==> config.mk <==
export PLATFORM = sky130hd
export DESIGN_NAME = dmem_responder
export DESIGN_NICKNAME = d
export VERILOG_FILES = /design/src/rtl/dmem_responder_pkg.sv /design/src/rtl/sram_array.sv /design/src/rtl/dmem_responder.sv
export SDC_FILE = /design/constraint.sdc
export NUM_CORES = 2
export LEC_CHECK = 0
export BUFFER_PORTS_ARGS = -buffer_cell sky130_fd_sc_hd__clkbuf_2
export CORE_MARGIN = 1
export CORE_UTILIZATION = 50
export DETAILED_ROUTE_END_ITERATION = 8
export PLACE_DENSITY_LB_ADDON = 0.08
export REMOVE_ABC_BUFFERS = 1
export SLEW_MARGIN = 5
export SYNTH_ARGS = -nofsm -noshare
export SYNTH_HDL_FRONTEND = slang
export SYNTH_SLANG_ARGS = --single-unit
==> constraint.sdc <==
create_clock -name clk -period 10.6 [get_ports clk]
set_clock_uncertainty 0.05 [all_clocks]
set_input_delay 1.59 -clock clk [delete_from_list [all_inputs] [get_ports clk]]
set_output_delay 1.59 -clock clk [all_outputs]
set_load 0.1 [all_outputs]
==> src/rtl/dmem_responder_pkg.sv <==
// Shared types and constants for the data-memory responder and its bench.
package dmem_responder_pkg;

  typedef enum logic [1:0] {
    ST_IDLE = 2'd0,
    ST_WAIT = 2'd1,
    ST_RESP = 2'd2
  } state_t;

  typedef enum logic [1:0] {
    ERR_NONE  = 2'd0,
    ERR_ALIGN = 2'd1,
    ERR_RANGE = 2'd2
  } err_t;

  localparam logic [1:0] ALIGN_MASK = 2'b11;
  localparam int         CNT_W      = 4;

endpackage

==> src/rtl/sram_array.sv <==
// Single-port word RAM: synchronous write, registered read, no reset.
module sram_array #(
  parameter int DEPTH_WORDS = 64,
  localparam int AW = $clog2(DEPTH_WORDS)
) (
  input  logic          clk,
  input  logic          we,
  input  logic [AW-1:0] waddr,
  input  logic [AW-1:0] raddr,
  input  logic [31:0]   wd,
  output logic [31:0]   rd
);

  logic [31:0] mem [DEPTH_WORDS];

  always_ff @(posedge clk) begin
    if (we) mem[waddr] <= wd;
    rd <= mem[raddr];
  end

endmodule

==> src/rtl/dmem_responder.sv <==
// Data-memory responder: one outstanding access, LATENCY wait states, then a
// one-cycle registered ready/err/rdata strobe.
module dmem_responder
  import dmem_responder_pkg::*;
#(
  parameter int          DEPTH_WORDS = 64,
  parameter int          LATENCY     = 2,
  parameter logic [31:0] BASE_ADDR   = 32'h0000_0000
) (
  input  logic        clk,
  input  logic        reset,
  input  logic        req,
  input  logic        we,
  input  logic [31:0] addr,
  input  logic [31:0] wdata,
  output logic        ready,
  output logic [31:0] rdata,
  output logic        err,
  output state_t      dbg_state
);

  localparam int          AW   = $clog2(DEPTH_WORDS);
  localparam logic [31:0] SPAN = 32'(DEPTH_WORDS * 4);

  if (LATENCY < 0 || LATENCY > 15) begin : g_bad_latency
    $error("dmem_responder: LATENCY must be 0..15");
  end
  if (DEPTH_WORDS < 2 || DEPTH_WORDS > 4096 ||
      (DEPTH_WORDS & (DEPTH_WORDS - 1)) != 0) begin : g_bad_depth
    $error("dmem_responder: DEPTH_WORDS must be a power of two in 2..4096");
  end
  if ((BASE_ADDR % SPAN) != 0) begin : g_bad_base
    $error("dmem_responder: BASE_ADDR must be aligned to the memory span");
  end

  state_t           state, next_state;
  logic [CNT_W-1:0] cnt;
  logic             cap_we;
  logic [31:0]      cap_addr, cap_wdata, cap_off;
  logic             cap_bad;
  logic             accept, resp, mem_we;
  logic [AW-1:0]    raddr;
  logic [31:0]      rd;

  assign dbg_state = state;
  assign cap_off   = cap_addr - BASE_ADDR;
  assign cap_bad   = ((cap_addr[1:0] & ALIGN_MASK) != 2'b00) || (cap_off >= SPAN);

  always_ff @(posedge clk) begin
    if (!reset) state <= ST_IDLE;
    else        state <= next_state;
  end

  always_comb begin
    next_state = state;
    case (state)
      ST_IDLE: if (req) next_state = (LATENCY == 0) ? ST_RESP : ST_WAIT;
      ST_WAIT: if (cnt == '0) next_state = ST_RESP;
      ST_RESP: next_state = ST_IDLE;
      default: next_state = ST_IDLE;
    endcase
  end

  // BASE_ADDR is span-aligned, so the word index is just the address bits
  // above the byte offset. In IDLE the live address feeds the RAM so a
  // zero-latency load still gets a registered read.
  always_comb begin
    accept = (state == ST_IDLE) && req;
    resp   = (state == ST_RESP);
    mem_we = resp && cap_we && !cap_bad && reset;
    raddr  = (state == ST_IDLE) ? addr[AW+1:2] : cap_addr[AW+1:2];
  end

  always_ff @(posedge clk) begin
    if (!reset) begin
      cnt       <= '0;
      cap_we    <= 1'b0;
      cap_addr  <= '0;
      cap_wdata <= '0;
      ready     <= 1'b0;
      err       <= 1'b0;
      rdata     <= '0;
    end else begin
      if (accept) begin
        cap_we    <= we;
        cap_addr  <= addr;
        cap_wdata <= wdata;
        cnt       <= CNT_W'(LATENCY > 0 ? LATENCY - 1 : 0);
      end else if (state == ST_WAIT && cnt != '0) begin
        cnt <= cnt - CNT_W'(1);
      end
      ready <= resp;
      err   <= resp && cap_bad;
      rdata <= (resp && !cap_we && !cap_bad) ? rd : '0;
    end
  end

  sram_array #(.DEPTH_WORDS(DEPTH_WORDS)) u_ram (
    .clk   (clk),
    .we    (mem_we),
    .waddr (cap_addr[AW+1:2]),
    .raddr (raddr),
    .wd    (cap_wdata),
    .rd    (rd)
  );

endmodule

==> impl_metrics.json <==
{
  "post_cts_buffers": 0,
  "peakVddDrop_mv": 0.184,
  "dieHeight_um": 417,
  "routedWlPerCell_um": 33.0,
  "grt_max_degree": 150,
  "route.met3.wl_um": 20300,
  "num_rows": 152,
  "cp.arrival_ns": 6.00,
  "numCtsBuffers": 220,
  "failed_checks": "antenna violations",
  "cts_tree": "yes",
  "gp_congestion": 0.782,
  "ctsResizeCount": 0,
  "design.core.area_mm2": 0.172,
  "dp.cells": 7201,
  "die_w_um": 417,
  "yosysMostFrequentCell": "edfxtp_1",
  "crit_required_ns": 11.29,
  "synth_area_leaders": "edfxtp_1, mux4_2, mux2i_1",
  "outcome": "finished with violations",
  "start_util": 0.503,
  "design_area_mm2": 0.0971,
  "wl_um": 252000,
  "setup-violations-final": 0,
  "drive_gt1_frac": 0.182,
  "fin_crit_sh": 0.501,
  "yosysTopAreaCell": "edfxtp_1",
  "vias_per_cell": 6.33,
  "fin_nets": 5182,
  "rsz0062_at_grt": "false",
  "syn2layout_area_growth_pct": 12.6,
  "regArea_mm2": 0.0643,
  "end_kind": "register",
  "antenna_left": 1,
  "grt_pass1_vias": 46900,
  "synth.top_cell.area_share": 0.713,
  "drc": 0,
  "p_leak_uw": 0.0313,
  "dr_total_vias": 48300,
  "grt_pass1_wl_um": 353000,
  "holdBufCountCts": 0,
  "dp_hpwl_um": 125000,
  "p_per_area_mw_per_mm2": 194,
  "fillers": 13300,
  "relSlewSlack": 0.140,
  "gr-total-overflow": 0,
  "top_layer": "met5",
  "cts_max_path_buffers": 3,
  "dieArea_mm2": 0.174,
  "htreeDepth": 4,
  "finish.utilization": 0.566,
  "synth_area_mm2": 0.0863,
  "synth_edf_count": 2048,
  "hold_viol": 0,
  "cts-root-buf": "clkbuf_16",
  "first_iter_violations": 6018,
  "port-buffer-count": 103,
  "synth_common_cells": "edfxtp_1, nand2_1, mux2i_1",
  "avgSynthCellArea_um2": 17.3,
  "synthArstFlopShare": 0,
  "setup.worst_path.start_class": "input pin",
  "antenna_found_initial": 15,
  "wl_met2_um": 121000,
  "max_freq_ghz": 0.188,
  "fin_crit_ns": 5.31,
  "slew_violations": 0,
  "multi_input_area_mm2": 0.0211,
  "ys.flop_type": "edfxtp_1",
  "maxCapViolCount": 0,
  "io_pins": 104,
  "synthCells": 4982,
  "path_class": "input pin to register",
  "synth_seq_cells": 2185,
  "worstPathMaxFanout": 64,
  "clock_latency_ns": 0.88,
  "clock-sinks": 2185,
  "place_area_mm2": 0.0900,
  "drt-met1-wl_um": 102000,
  "p_total_uw": 18800,
  "clkTransAtPathRegs_ns": 0.06,
  "layoutNonFillerInstCount": 7626,
  "dr.pass1.iters": 6,
  "synth.distinct_cells": 63,
  "ys_warn_count": 0,
  "hp-class": "register to register",
  "worstMarginPinSlew_ns": 1.29,
  "yosysSeqAreaShare": 0.745,
  "groute.usage.overall": 0.289
}
[power breakdown]
group	switching [uW]	internal, uW
Combinational	1060	537
Sequential	104	9530
Clock	3320	4270
[critical path, stage by stage]
cell and delay [ns]:
buf_8 0.15, nor3b_4 0.19, buf_4 0.38, nor2_8 0.80
buf_4 0.88, mux4_2 0.60, a22oi_1 0.47, o211ai_1 0.22
or4_1 0.55
[flip-flops by register name, summed over array words and instances (netlist names)]
register / flops
u_ram.mem: 2048
cnt: 4
u_ram.rd: 32
err: 1
dbg_state: 2
ready: 1
cap_wdata: 32
cap_addr: 32
rdata: 32
cap_we: 1
[kinds of logic after synthesis]
| group | Yosys count | share of synthesized area |
|---|---|---|
| flip-flops | 2185 | 0.745 |
| AND/OR/NAND/NOR | 1011 | 0.0547 |
| AO/OA/AOI/OAI | 739 | 0.0637 |
| multiplexers | 693 | 0.118 |
| buffers and inverters | 350 | 0.0185 |
| XOR/XNOR | 3 | 0.000305 |
| adder cells (fa/ha/maj) | 1 | 0.000145 |
[final timing paths]
| kind | to | startpoint | cells after the start | slack (ns) |
|---|---|---|---|---|
| max | u_ram.rd[5] | addr[2] | 9 | 5.29 |
| min | rdata[24] | u_ram.rd[24] | 1 | 0.40 |
| max reg2reg | u_ram.rd[16] | dbg_state[1] | 10 | 5.51 |
| min reg2reg | rdata[24] | u_ram.rd[24] | 1 | 0.40 |
[area by class of cell]
class	instances	area share
inverters	4	0.000155
multi-input cells	2447	0.217
diodes	8	0.000206
clock buffers	303	0.0623
repair buffers	255	0.0181
flip-flops and latches	2185	0.662
well taps	2310	0.0298
clock inverters	114	0.0104
[through the flow]
stage	setup TNS, ns	worst slack [ns]	hold WS, ns
after floorplan	-267.96	-8.42	0.356
after detailed placement	0	4.38	0.386
after global routing	0	5.07	0.412
after CTS	0	5.32	0.400
after global placement	0	4.37	0.403
final	0	5.29	0.401
[routing by layer]
layer	up-vias	GRT usage
met5	-	0
met4	4	0.0910
met3	396	0.0542
met2	2058	0.465
met1	25600	0.399
li1	20300	-
[cell usage in the layout (no fill, tap or decap), types with 22 or more instances in the layout]
master / instances
edfxtp_1: 2048
nand2_1: 419
mux2i_1: 414
mux4_2: 256
clkbuf_16: 221
buf_4: 145
nor2_1: 142
a22oi_1: 107
dfxtp_1: 104
clkbuf_2: 102
a31oi_1: 98
and3_1: 87
a211oi_1: 87
o211ai_1: 86
nand3_1: 77
nor2_4: 73
o21ai_0: 66
a21boi_0: 66
clkbuf_1: 61
nor4_1: 50
o32ai_1: 48
clkinv_1: 48
a21oi_1: 46
clkinv_2: 37
a32oi_1: 35
nor3_1: 34
nand2b_1: 34
and2_1: 32
dfxtp_2: 32
or4_1: 22
(Power assumes the default switching activity.)
